$ cat src/rtl/uart_frame_sampler.sv
`default_nettype none
// ============================================================================
// uart_frame_sampler : oversampled UART receive framer with majority voting
// Revision 1.0
// ============================================================================
module uart_frame_sampler #(
  parameter int OVERSAMPLE    = 16,
  parameter int MAX_DATA_BITS = 8,
  parameter int MAJORITY      = 1
) (
  input  logic                               clk,
  input  logic                               rst_n,
  input  logic                               tick_os,
  input  logic                               rx_filtered,
  input  logic                               rx_en,
  input  logic [$clog2(MAX_DATA_BITS+1)-1:0] cfg_data_bits,
  input  logic                               cfg_parity_en,
  input  logic                               cfg_parity_odd,
  input  logic                               cfg_stop2,
  output logic [MAX_DATA_BITS-1:0]           rx_data,
  output logic                               rx_valid,
  output logic                               parity_err,
  output logic                               frame_err,
  output logic                               noise_err,
  output logic                               start_detected,
  output logic                               busy
);

  localparam int c_cw  = $clog2(OVERSAMPLE);
  localparam int c_dbw = $clog2(MAX_DATA_BITS + 1);
  localparam logic [c_cw-1:0]  c_dec      = c_cw'(OVERSAMPLE / 2 - 1 + MAJORITY);
  localparam logic [c_cw-1:0]  c_last     = c_cw'(OVERSAMPLE - 1);
  localparam logic [c_dbw-1:0] c_max_bits = c_dbw'(MAX_DATA_BITS);
  localparam logic [c_dbw-1:0] c_min_bits = c_dbw'(5);

  typedef enum logic [2:0] {
    S_IDLE   = 3'd0,
    S_START  = 3'd1,
    S_DATA   = 3'd2,
    S_PARITY = 3'd3,
    S_STOP   = 3'd4
  } state_t;

  state_t                   state_q, state_d;
  logic [c_cw-1:0]          cnt_q, cnt_d;
  logic                     line_q, line_d;
  logic [c_dbw-1:0]         bit_idx_q, bit_idx_d;
  logic [c_dbw-1:0]         nbits_q, nbits_d;
  logic                     par_en_q, par_en_d;
  logic                     par_odd_q, par_odd_d;
  logic                     stop2_q, stop2_d;
  logic                     stop_idx_q, stop_idx_d;
  logic [MAX_DATA_BITS-1:0] data_q, data_d;
  logic                     perr_q, perr_d;
  logic                     ferr_q, ferr_d;
  logic                     noise_q, noise_d;
  logic [MAX_DATA_BITS-1:0] rx_data_q, rx_data_d;
  logic                     perr_out_q, perr_out_d;
  logic                     ferr_out_q, ferr_out_d;
  logic                     noise_out_q, noise_out_d;
  logic                     rx_valid_q, rx_valid_d;
  logic                     start_det_q, start_det_d;

  logic                     w_dec_tick;
  logic                     w_wrap;
  logic                     w_dec_bit;
  logic                     w_dec_noise;
  logic                     w_start_edge;
  logic [c_dbw-1:0]         w_cfg_bits;

  assign w_dec_tick   = tick_os && (cnt_q == c_dec);
  assign w_wrap       = tick_os && (cnt_q == c_last);
  assign w_start_edge = tick_os && rx_en && line_q && !rx_filtered;
  assign w_cfg_bits   = ((cfg_data_bits < c_min_bits) || (cfg_data_bits > c_max_bits))
                        ? c_max_bits : cfg_data_bits;

  // The third vote sample coincides with the decision tick, so it comes straight from the line.
  generate
    if (MAJORITY != 0) begin : g_vote
      localparam logic [c_cw-1:0] c_mid    = c_cw'(OVERSAMPLE / 2 - 1);
      localparam logic [c_cw-1:0] c_mid_m1 = c_cw'(OVERSAMPLE / 2 - 2);
      logic s0_q, s1_q;

      always_ff @(posedge clk or negedge rst_n) begin
        if (!rst_n) begin
          s0_q <= 1'b1;
          s1_q <= 1'b1;
        end else if (tick_os) begin
          if (cnt_q == c_mid_m1) s0_q <= rx_filtered;
          if (cnt_q == c_mid)    s1_q <= rx_filtered;
        end
      end

      assign w_dec_bit   = (s0_q & s1_q) | (s0_q & rx_filtered) | (s1_q & rx_filtered);
      assign w_dec_noise = !((s0_q == s1_q) && (s1_q == rx_filtered));
    end else begin : g_single
      assign w_dec_bit   = rx_filtered;
      assign w_dec_noise = 1'b0;
    end
  endgenerate

  always_comb begin
    state_d     = state_q;
    cnt_d       = cnt_q;
    line_d      = tick_os ? rx_filtered : line_q;
    bit_idx_d   = bit_idx_q;
    nbits_d     = nbits_q;
    par_en_d    = par_en_q;
    par_odd_d   = par_odd_q;
    stop2_d     = stop2_q;
    stop_idx_d  = stop_idx_q;
    data_d      = data_q;
    perr_d      = perr_q;
    ferr_d      = ferr_q;
    noise_d     = noise_q;
    rx_data_d   = rx_data_q;
    perr_out_d  = perr_out_q;
    ferr_out_d  = ferr_out_q;
    noise_out_d = noise_out_q;
    rx_valid_d  = 1'b0;
    start_det_d = 1'b0;

    if (state_q != S_IDLE) begin
      if (tick_os) cnt_d = w_wrap ? '0 : cnt_q + c_cw'(1);
      if (w_dec_tick && w_dec_noise) noise_d = 1'b1;
    end

    case (state_q)
      S_IDLE: begin
        if (w_start_edge) begin
          state_d    = S_START;
          cnt_d      = c_cw'(1);
          nbits_d    = w_cfg_bits;
          par_en_d   = cfg_parity_en;
          par_odd_d  = cfg_parity_odd;
          stop2_d    = cfg_stop2;
          bit_idx_d  = '0;
          stop_idx_d = 1'b0;
          data_d     = '0;
          perr_d     = 1'b0;
          ferr_d     = 1'b0;
          noise_d    = 1'b0;
        end
      end
      S_START: begin
        if (w_dec_tick) begin
          if (w_dec_bit) begin
            state_d = S_IDLE;
            cnt_d   = '0;
          end else begin
            start_det_d = 1'b1;
          end
        end
        if (w_wrap) begin
          state_d   = S_DATA;
          bit_idx_d = '0;
        end
      end
      S_DATA: begin
        if (w_dec_tick) begin
          for (int i = 0; i < MAX_DATA_BITS; i++) begin
            if (bit_idx_q == c_dbw'(i)) data_d[i] = w_dec_bit;
          end
        end
        if (w_wrap) begin
          if (bit_idx_q == nbits_q - c_dbw'(1)) begin
            state_d    = par_en_q ? S_PARITY : S_STOP;
            stop_idx_d = 1'b0;
          end else begin
            bit_idx_d = bit_idx_q + c_dbw'(1);
          end
        end
      end
      S_PARITY: begin
        if (w_dec_tick) perr_d = (^data_q ^ w_dec_bit) != par_odd_q;
        if (w_wrap)     state_d = S_STOP;
      end
      S_STOP: begin
        if (w_dec_tick) begin
          if (!w_dec_bit) ferr_d = 1'b1;
          // Finishing at the decision tick leaves room for a back-to-back start bit.
          if (stop_idx_q == stop2_q) begin
            state_d     = S_IDLE;
            cnt_d       = '0;
            line_d      = w_dec_bit;
            rx_valid_d  = 1'b1;
            rx_data_d   = data_q;
            perr_out_d  = par_en_q & perr_q;
            ferr_out_d  = ferr_q | !w_dec_bit;
            noise_out_d = noise_q | w_dec_noise;
          end
        end
        if (w_wrap) stop_idx_d = 1'b1;
      end
      default: begin
        state_d = S_IDLE;
        cnt_d   = '0;
      end
    endcase

    if (!rx_en) begin
      state_d     = S_IDLE;
      cnt_d       = '0;
      line_d      = tick_os ? rx_filtered : line_q;
      rx_valid_d  = 1'b0;
      start_det_d = 1'b0;
      rx_data_d   = rx_data_q;
      perr_out_d  = perr_out_q;
      ferr_out_d  = ferr_out_q;
      noise_out_d = noise_out_q;
    end
  end

  always_ff @(posedge clk or negedge rst_n) begin
    if (!rst_n) begin
      state_q     <= S_IDLE;
      cnt_q       <= '0;
      line_q      <= 1'b1;
      bit_idx_q   <= '0;
      nbits_q     <= c_max_bits;
      par_en_q    <= 1'b0;
      par_odd_q   <= 1'b0;
      stop2_q     <= 1'b0;
      stop_idx_q  <= 1'b0;
      data_q      <= '0;
      perr_q      <= 1'b0;
      ferr_q      <= 1'b0;
      noise_q     <= 1'b0;
      rx_data_q   <= '0;
      perr_out_q  <= 1'b0;
      ferr_out_q  <= 1'b0;
      noise_out_q <= 1'b0;
      rx_valid_q  <= 1'b0;
      start_det_q <= 1'b0;
    end else begin
      state_q     <= state_d;
      cnt_q       <= cnt_d;
      line_q      <= line_d;
      bit_idx_q   <= bit_idx_d;
      nbits_q     <= nbits_d;
      par_en_q    <= par_en_d;
      par_odd_q   <= par_odd_d;
      stop2_q     <= stop2_d;
      stop_idx_q  <= stop_idx_d;
      data_q      <= data_d;
      perr_q      <= perr_d;
      ferr_q      <= ferr_d;
      noise_q     <= noise_d;
      rx_data_q   <= rx_data_d;
      perr_out_q  <= perr_out_d;
      ferr_out_q  <= ferr_out_d;
      noise_out_q <= noise_out_d;
      rx_valid_q  <= rx_valid_d;
      start_det_q <= start_det_d;
    end
  end

  assign rx_data        = rx_data_q;
  assign rx_valid       = rx_valid_q;
  assign parity_err     = perr_out_q;
  assign frame_err      = ferr_out_q;
  assign noise_err      = noise_out_q;
  assign start_detected = start_det_q;
  assign busy           = (state_q != S_IDLE);

endmodule
`default_nettype wire
$ cat config.mk
export PLATFORM = sky130hd
export DESIGN_NAME = uart_frame_sampler
export DESIGN_NICKNAME = d
export VERILOG_FILES = /design/src/rtl/uart_frame_sampler.sv
export SDC_FILE = /design/constraint.sdc
export NUM_CORES = 1
export LEC_CHECK = 0
export CAP_MARGIN = 15
export CORE_MARGIN = 5
export CORE_UTILIZATION = 50
export DETAILED_ROUTE_END_ITERATION = 7
export GPL_TIMING_DRIVEN = 0
export HOLD_SLACK_MARGIN = 0.1
export MAX_ROUTING_LAYER = met4
export PLACE_DENSITY = 0.72
export SLEW_MARGIN = 20
export SYNTH_ARGS = -nofsm -noshare
export SYNTH_HDL_FRONTEND = slang
export SYNTH_SLANG_ARGS = --single-unit
$ cat constraint.sdc
create_clock -name clk -period 3 [get_ports clk]
set_input_delay 0.45 -clock clk [delete_from_list [all_inputs] [get_ports clk]]
set_output_delay 0.45 -clock clk [all_outputs]
set_load 0.05 [all_outputs]
# Yosys cells after proc, flatten, opt, wreduce, memory -nomap -nowiden
# Index checks and enable logic that the tools add are counted.
dict set report word_totals {
  in_bits 12
  out_inout_bits 14
  reg_bits 46
  elab_cells 192
}
dict set report op_classes {
  n_addsub 3
  n_mux 66
  n_bitwise 9
  order_cmp 2
  n_eq_ne 46
  reduce_logical 38
}
# cell n
set op_table {}
lappend op_table {{4-bit two-way mux} 14}
lappend op_table {{4-bit AND reduction} 10}
lappend op_table {{2-bit != test (second input constant)} 18}
lappend op_table {{3-bit two-way mux} 11}
lappend op_table {{1-bit two-way mux} 32}
lappend op_table {{4-bit by 3-bit == test with 1-bit output (second input constant)} 6}
lappend op_table {{3-bit != test (second input constant)} 6}
lappend op_table {{8-bit two-way mux} 2}
lappend op_table {{4-bit one-hot mux with 4 select lines} 1}
lappend op_table {{8-bit one-hot mux with 2 select lines} 1}
lappend op_table {{3-bit one-hot mux with 5 select lines} 1}
lappend op_table {{4-bit one-hot mux with 3 select lines} 1}
lappend op_table {{5-bit AND reduction} 2}
lappend op_table {{3-bit nonzero test} 3}
lappend op_table {{4-bit by 1-bit adder with 4-bit output (second input constant)} 2}
lappend op_table {{4-bit by 2-bit == test with 1-bit output (second input constant)} 2}
lappend op_table {{4-bit == test (second input constant)} 2}
lappend op_table {{4-bit != test (second input constant)} 2}
lappend op_table {{8-bit AND reduction} 1}
lappend op_table {{8-bit XOR reduction} 1}
lappend op_table {{1-bit logical AND} 7}
lappend op_table {{3-bit by 2-bit == test with 1-bit output (second input constant)} 2}
lappend op_table {{2-bit AND reduction} 3}
lappend op_table {{2-bit nonzero test} 3}
lappend op_table {{20 further kinds} 31}

# Depth between registers and ports, before layout
# Gate-level depths: netlist of run 1.
dict set report logic_depth {
  word_depth 9
  ltp_mapped 8
  depth_no_buf 7
}

# Worst setup path after synthesis of run 1
# Ideal clock, no wire load.
dict set report synth_timing {
  path_kind {register -> register}
  start {register cnt_q[0]}
  end {register rx_data_q[7], in the netlist rx_data[7]}
  synth_period_minus_slack_ps 1764
  required_ps 2872
  n_path_buf 1
  setup_time_ps 128
  slack_ps 1236
  stages_incl_launch_ff 8
  arrival_ps 1636
  path_cell_list {dfrtp_1 > inv_1 > ha_1 > nand4b_4 > nor2_1 > nand3_2 > buf_2 > mux2_1}
}
dict set report synth_between {
  elab_chain_cells 3
}
# item line_no
set synth_lines {}
lappend synth_lines {{from (decl)} 45} ;# logic [c_cw-1:0] cnt_q, cnt_d;
lappend synth_lines {{from (signal assigned)} 237} ;# cnt_q <= cnt_d;
lappend synth_lines {{4-bit == test} 71} ;# assign w_dec_tick = tick_os && (cnt_q == c_dec);
lappend synth_lines {{1-bit logical AND} 71}
lappend synth_lines {{4-bit AND reduction (no source line)} -}
lappend synth_lines {{to (signal assigned)} 249} ;# rx_data_q <= rx_data_d;
lappend synth_lines {{to (decl)} 57} ;# logic [MAX_DATA_BITS-1:0] rx_data_q, rx_data_d;
# No other way between the ends.
# A chain may end at the register's enable or synchronous reset.

# Worst setup path after layout of run 1
dict set report layout_timing {
  start {register state_q[0]}
  end {output port busy}
}
dict set report layout_between {
  elab_chain_cells 1
}
# item line_no
set layout_lines {}
lappend layout_lines {{from (decl)} 44} ;# state_t state_q, state_d;
lappend layout_lines {{from (signal assigned)} 236} ;# state_q <= state_d;
lappend layout_lines {{3-bit nonzero test} 264} ;# assign busy = (state_q != S_IDLE);
lappend layout_lines {{to (decl)} 26} ;# output logic busy
# No other way between the ends.

==> results.cfg, run 1 <==
[worst_setup_path]
startpoint_type = register
path_max_fanout = 10
setup.worst_path.end = busy
path_class = reg2out
r2r_setup_slack_ns = 0.97
worstSetupEndpointType = output port
cp.arrival_ns = 2.24
crit_required_ns = 2.55
crit_start = state_q[0]$_DFFE_PN0P_
cp.depth = 4
crit_family = buffers and inverters
cp_num_buf_inv = 3
worstPathCellList = buf_2, nor3_2, inv_1, clkdlybuf4s50_1
cpPeakStageDelay_ns = 0.75
slowest_stage = clkdlybuf4s50_1
reg2reg_depth = 7
rr_endpoint = rx_data[7]$_DFFE_PN0P_
crit-reg2reg-launch = cnt_q[0]$_DFF_PN0_

[layout]
regArea_mm2 = 0.00116
area_growth_pct = 17.4
fin_area_mm2 = 0.00300
multi_input_area_mm2 = 0.00131
drive_gt1_frac = 0.141
nets = 311
antenna_cells = 0
n_fill_cell = 441

[yosys]
yosysMostFrequentCell = dfrtp_1
ys_async_sr_fraction = 1.00
synth.top_cells.by_count = dfrtp_1 (42), nand2_1 (38), o21ai_0 (16), nor2_1 (14), inv_1 (13)
synth_ff_type = dfrtp_1
synth_adder_area_share = 0.0490
synth_area_mm2 = 0.00255
syn_inst = 256
yosysWarnings = 0
synth_xor_area_frac = 0.0549
yosysTopAreaCell = dfrtp_1
synth-seq-cells = 46
yosysSeqAreaShare = 0.453
avgSynthCellArea_um2 = 9.97
synth_compound_area_frac = 0.151
synth_mux_area_frac = 0.0569
synthSimpleGateAreaFrac = 0.202
syn_nets = 278
post_synth_num_cell_types = 52
synth-edff-count = 0
synth_top_family_by_area = simple AND/OR/NAND/NOR gates
synth.area.top_cells = dfrtp_1 (41%), nand2_1 (5.6%), ha_1 (4.9%)
synth_top_area_frac = 0.412

[clocking]
clkTransAtPathRegs_ns = 0.08
clock-sinks = 46
cts_tree = yes
clk_latency_ns = 0.30
cts_root_buf = clkbuf_8
cts_buffers = 5
h-tree-depth = 2
ctsResizeCount = 0
clk_path_buf_depth = 2

[place]
place.detailed.hpwl_mm = 3.94
io_buffers = 24
gp_congestion = 0.907
placed_area_mm2 = 0.00289

[detailed_routing]
vias_per_cell = 5.65
vias = 2033
wl_mm = 5.37
drt_iter0_drc = 87
drc_errors = 0
routedWlPerCell_um = 14.9
firstDrtPassIters = 4
ant_nets = 0

[floorplan]
die_area_mm2 = 0.00663
io_pins = 26
die_h_um = 81.4
start_util = 0.506
core_area_mm2 = 0.00504
die_w_um = 81.4
row_count = 26

[global_route]
grt_overflow = 0
grt_max_degree = 33
grtUsageTotal = 0.187
grt_pass1_vias = 1947
antenna_found_initial = 0
grt_pass1_wl_mm = 9.27

[power]
peakVddDrop_v = 0.000258
p_per_area_mw_per_mm2 = 427
leakage_nw = 1.37
total_power_mw = 1.28

[run_status]
status = finished clean

[run]
drv_cap = 0

[timing]
finClkSkew_ns = 0.00248
fin_crit_sh = 0.897
tightest_slew_ns = 0.666
timing.setup.tns_ns = 0
slew_headroom = 0.552
final-hold-violation-count = 0
report.final.setup_viol = 0
fin_crit_ns = 2.69
fmax_ghz = 0.372
slew_viol_final = 0
rsz0062_at_grt = false

[worst_hold_path]
hold_class = reg2reg
-- stage by stage --
| step | setup WS [ns] | utilization | instances | hold slack (ns) |
|---|---|---|---|---|
| floorplan | 1.24 | - | 256 | 0.154 |
| global placement | 0.212 | 0.571 | 350 | 0.462 |
| detailed placement | 0.574 | 0.574 | 351 | 0.383 |
| CTS | 0.303 | 0.594 | 360 | 0.485 |
| global route | 0.171 | 0.594 | 360 | 0.505 |
| finish | 0.310 | 0.594 | 360 | 0.479 |
-- cells in the final DEF, fill, tap and decap left out, types with 2 or more instances in the layout --
| cell | n |
|---|---|
| a21o_1 | 6 |
| a21oi_1 | 10 |
| a31oi_1 | 2 |
| a32o_1 | 4 |
| and3_1 | 2 |
| and4_1 | 2 |
| buf_2 | 6 |
| clkbuf_1 | 2 |
| clkbuf_8 | 6 |
| clkdlybuf4s50_1 | 23 |
| dfrtp_1 | 42 |
| dfstp_2 | 4 |
| ha_1 | 10 |
| inv_1 | 13 |
| mux2_2 | 11 |
| nand2_1 | 38 |
| nand2b_1 | 2 |
| nand3_1 | 8 |
| nand4_1 | 2 |
| nand4b_1 | 2 |
| nor2_1 | 14 |
| nor2b_1 | 4 |
| nor3_1 | 6 |
| nor3_2 | 2 |
| nor3b_2 | 2 |
| nor4_1 | 2 |
| o21ai_0 | 16 |
| o31ai_1 | 3 |
| or3_1 | 4 |
| xnor2_1 | 12 |
| xor2_1 | 4 |
-- state kept, by name, summed over array words and instances, names as in the netlist, 3 cells and up --
name and count:
nbits_q 4, cnt_q 4, bit_idx_q 4, state_q 3, data_q 8, rx_data 8
-- cells by family after synthesis --
family / Yosys count
AND/OR/NAND/NOR: 97
AO/OA/AOI/OAI: 54
flip-flops: 46
buffers and inverters: 20
XOR/XNOR: 16
multiplexers: 13
adder cells (fa/ha/maj): 10
-- power by group --
group          internal (mW)  switching [mW]
Clock                  0.186           0.202
Sequential             0.652          0.0286
Combinational         0.0836           0.126
Total                  0.922           0.356
-- metal layers --
metal  vias up  wire length (µm)  track usage
met5         -                 0            -
met3         6               249       0.0384
li1        975                 -            -
met4         0                90       0.0861
met2        57              2540        0.279
met1       995              2490        0.246
-- how the worst min path moves through the flow --
stage	from	end	slack, ns	depth (start not counted)
floorplan	rst_n	bit_idx_q[0]$_DFFE_PN0P_	0.15	0
global placement	noise_err$_DFFE_PN0P_	noise_err$_DFFE_PN0P_	0.46	2
detailed placement	rst_n	nbits_q[0]$_DFFE_PN0P_	0.38	1
CTS	rx_en	state_q[0]$_DFFE_PN0P_	0.48	3
global route	rx_en	state_q[0]$_DFFE_PN0P_	0.50	3
finish	noise_err$_DFFE_PN0P_	noise_err$_DFFE_PN0P_	0.48	2
-- worst register-to-register path, stage by stage (launching register included) --
cell,delay (ns)
dfrtp_1,0.42
inv_1,0.13
ha_1,0.22
nand4b_4,0.19
nor2_1,0.17
nand3_2,0.22
buf_2,0.26
mux2_1,0.31
-- area by class of cell --
cell class | count | share of cell area
Clock inverter | 1 | 0.00167
Sequential cell | 46 | 0.386
Buffer | 7 | 0.0121
Inverter | 13 | 0.0163
Timing Repair Buffer | 26 | 0.0886
Tap cell | 70 | 0.0292
Multi-Input combinational cell | 190 | 0.437
Clock buffer | 7 | 0.0288
-- timing repair --
action / CTS / global route
setup buffers: 0 / 0
setup endpoints to repair: 0 / 0
endpoints found under the hold margin: 13 / 0
hold buffers: 1 / 0
Power figures use the tool's default switching activity.
==> inputs of run 2 (changes only) <==
--- a/config.mk
+++ b/config.mk
@@ -5,7 +5,7 @@
 export SDC_FILE = /design/constraint.sdc
 export NUM_CORES = 1
 export LEC_CHECK = 0
-export CAP_MARGIN = 15
+export CAP_MARGIN = 20
 export CORE_MARGIN = 5
 export CORE_UTILIZATION = 50
 export DETAILED_ROUTE_END_ITERATION = 7
@@ -13,7 +13,7 @@
 export HOLD_SLACK_MARGIN = 0.1
 export MAX_ROUTING_LAYER = met4
 export PLACE_DENSITY = 0.72
-export SLEW_MARGIN = 20
+export SLEW_MARGIN = 0
 export SYNTH_ARGS = -nofsm -noshare
 export SYNTH_HDL_FRONTEND = slang
 export SYNTH_SLANG_ARGS = --single-unit
==> run 2 against run 1 <==
Against the previous run: die area unchanged; maximum frequency increased by 1.0%; cell count unchanged; sequential power about the same.
==> results.cfg, run 2 (synthesis results as in run 1) <==
[power]
total_power_mw = 1.37
leakage_nw = 1.38
p_per_area_mw_per_mm2 = 452
peakVddDrop_v = 0.000213

[detailed_routing]
routedWlPerCell_um = 14.7
wl_mm = 5.30
ant_nets = 0
vias_per_cell = 5.59
drt_iter0_drc = 104
vias = 2012
drc_errors = 0
firstDrtPassIters = 4

[worst_setup_path]
worstSetupEndpointType = output port
slowest_stage = clkdlybuf4s50_1
crit_required_ns = 2.55
worstPathCellList = buf_2, nor3_2, inv_1, clkdlybuf4s50_1
rr_endpoint = rx_data[7]$_DFFE_PN0P_
crit_start = state_q[0]$_DFFE_PN0P_
cpPeakStageDelay_ns = 0.75
startpoint_type = register
reg2reg_depth = 7
crit_family = buffers and inverters
cp.depth = 4
path_max_fanout = 10
path_class = reg2out
r2r_setup_slack_ns = 0.98
crit-reg2reg-launch = cnt_q[0]$_DFF_PN0_
setup.worst_path.end = busy
cp.arrival_ns = 2.21
cp_num_buf_inv = 3

[floorplan]
core_area_mm2 = 0.00504
die_w_um = 81.4
row_count = 26
start_util = 0.506
io_pins = 26
die_area_mm2 = 0.00663
die_h_um = 81.4

[clocking]
clk_latency_ns = 0.30
cts_tree = yes
clock-sinks = 46
clk_path_buf_depth = 2
clkTransAtPathRegs_ns = 0.08
cts_buffers = 5
cts_root_buf = clkbuf_8
h-tree-depth = 2
post_cts.repair.setup_buffers = 0

[global_route]
grt_max_degree = 35
antenna_found_initial = 0
grt_pass1_vias = 1911
grt_overflow = 0
grt_pass1_wl_mm = 9.23
grtUsageTotal = 0.186

[timing]
rsz0062_at_grt = false
slew_viol_final = 0
fin_crit_ns = 2.66
final-hold-violation-count = 0
finClkSkew_ns = 0.00891
fin_ws_ns = 0.337
tightest_slew_ns = 0.679
report.final.setup_viol = 0
timing.setup.tns_ns = 0
slew_headroom = 0.543
fin_crit_sh = 0.888
fmax_ghz = 0.376

[layout]
n_fill_cell = 436
layout_common_cells = dfrtp_1 (42), nand2_1 (38), clkdlybuf4s50_1 (23)
layout_commonest_cell = dfrtp_1
area_growth_pct = 18.4
drive_gt1_frac = 0.141
nets = 311
fin_area_mm2 = 0.00302
regArea_mm2 = 0.00116
multi_input_area_mm2 = 0.00131
antenna_cells = 0

[place]
place.detailed.hpwl_mm = 3.95
preCtsSetupSlack_ns = 0.561
placed_area_mm2 = 0.00289
gp_congestion = 0.907
io_buffers = 24

[worst_hold_path]
hold_depth = 2
hold_class = reg2reg

[run]
drv_cap = 0

[run_status]
status = finished clean
==> run 2: area by class of cell <==
type / count / area share
Buffer: 7 / 0.0120
Clock buffer: 7 / 0.0286
Clock inverter: 1 / 0.00994
Inverter: 13 / 0.0162
Multi-Input combinational cell: 190 / 0.434
Sequential cell: 46 / 0.383
Tap cell: 70 / 0.0290
Timing Repair Buffer: 26 / 0.0878
==> run 2: how the worst min path moves through the flow <==
| stage | startpoint | to | slack, ns |
|---|---|---|---|
| after detailed placement | rst_n | nbits_q[1]$_DFFE_PN0P_ | 0.36 |
| final | noise_err$_DFFE_PN0P_ | noise_err$_DFFE_PN0P_ | 0.48 |
| after CTS | rx_en | state_q[0]$_DFFE_PN0P_ | 0.48 |
| after global routing | noise_q$_DFF_PN0_ | noise_q$_DFF_PN0_ | 0.51 |
| after global placement | noise_err$_DFFE_PN0P_ | noise_err$_DFFE_PN0P_ | 0.46 |
| after floorplan | rst_n | bit_idx_q[0]$_DFFE_PN0P_ | 0.15 |
==> run 2: report_power, final <==
| group | leakage, nW | switching (mW) | internal, mW |
|---|---|---|---|
| Sequential | 0.621 | 0.0285 | 0.652 |
| Clock | 0.0585 | 0.207 | 0.272 |
| Combinational | 0.698 | 0.123 | 0.0830 |
| Total | 1.38 | 0.359 | 1.01 |
==> run 2: what timing repair did <==
item / in CTS / in global routing
hold buffers: 1 / 0
gates resized for setup: 0 / 0
hold endpoints to repair: 11 / 0
==> run 2: per-layer routing <==
| layer | global-route usage | wire, µm | vias up |
|---|---|---|---|
| met5 | - | 0 | - |
| met2 | 0.283 | 2410 | 53 |
| li1 | - | - | 980 |
| met3 | 0.0351 | 265 | 9 |
| met4 | 0.0693 | 87 | 0 |
| met1 | 0.247 | 2540 | 970 |
==> run 2: per-stage QoR <==
step                      hold slack, ns  instances  utilization
after floorplan                    0.154        256            -
after global placement             0.462        350        0.571
after detailed placement           0.364        351        0.574
after CTS                          0.481        360        0.599
after global routing               0.505        360        0.599
final                              0.479        360        0.599
==> run 2: worst min-delay path, cell delays in order, from the launching register on <==
cell	delay, ns
dfrtp_1	0.35
nand2_1	0.04
o21ai_0	0.06
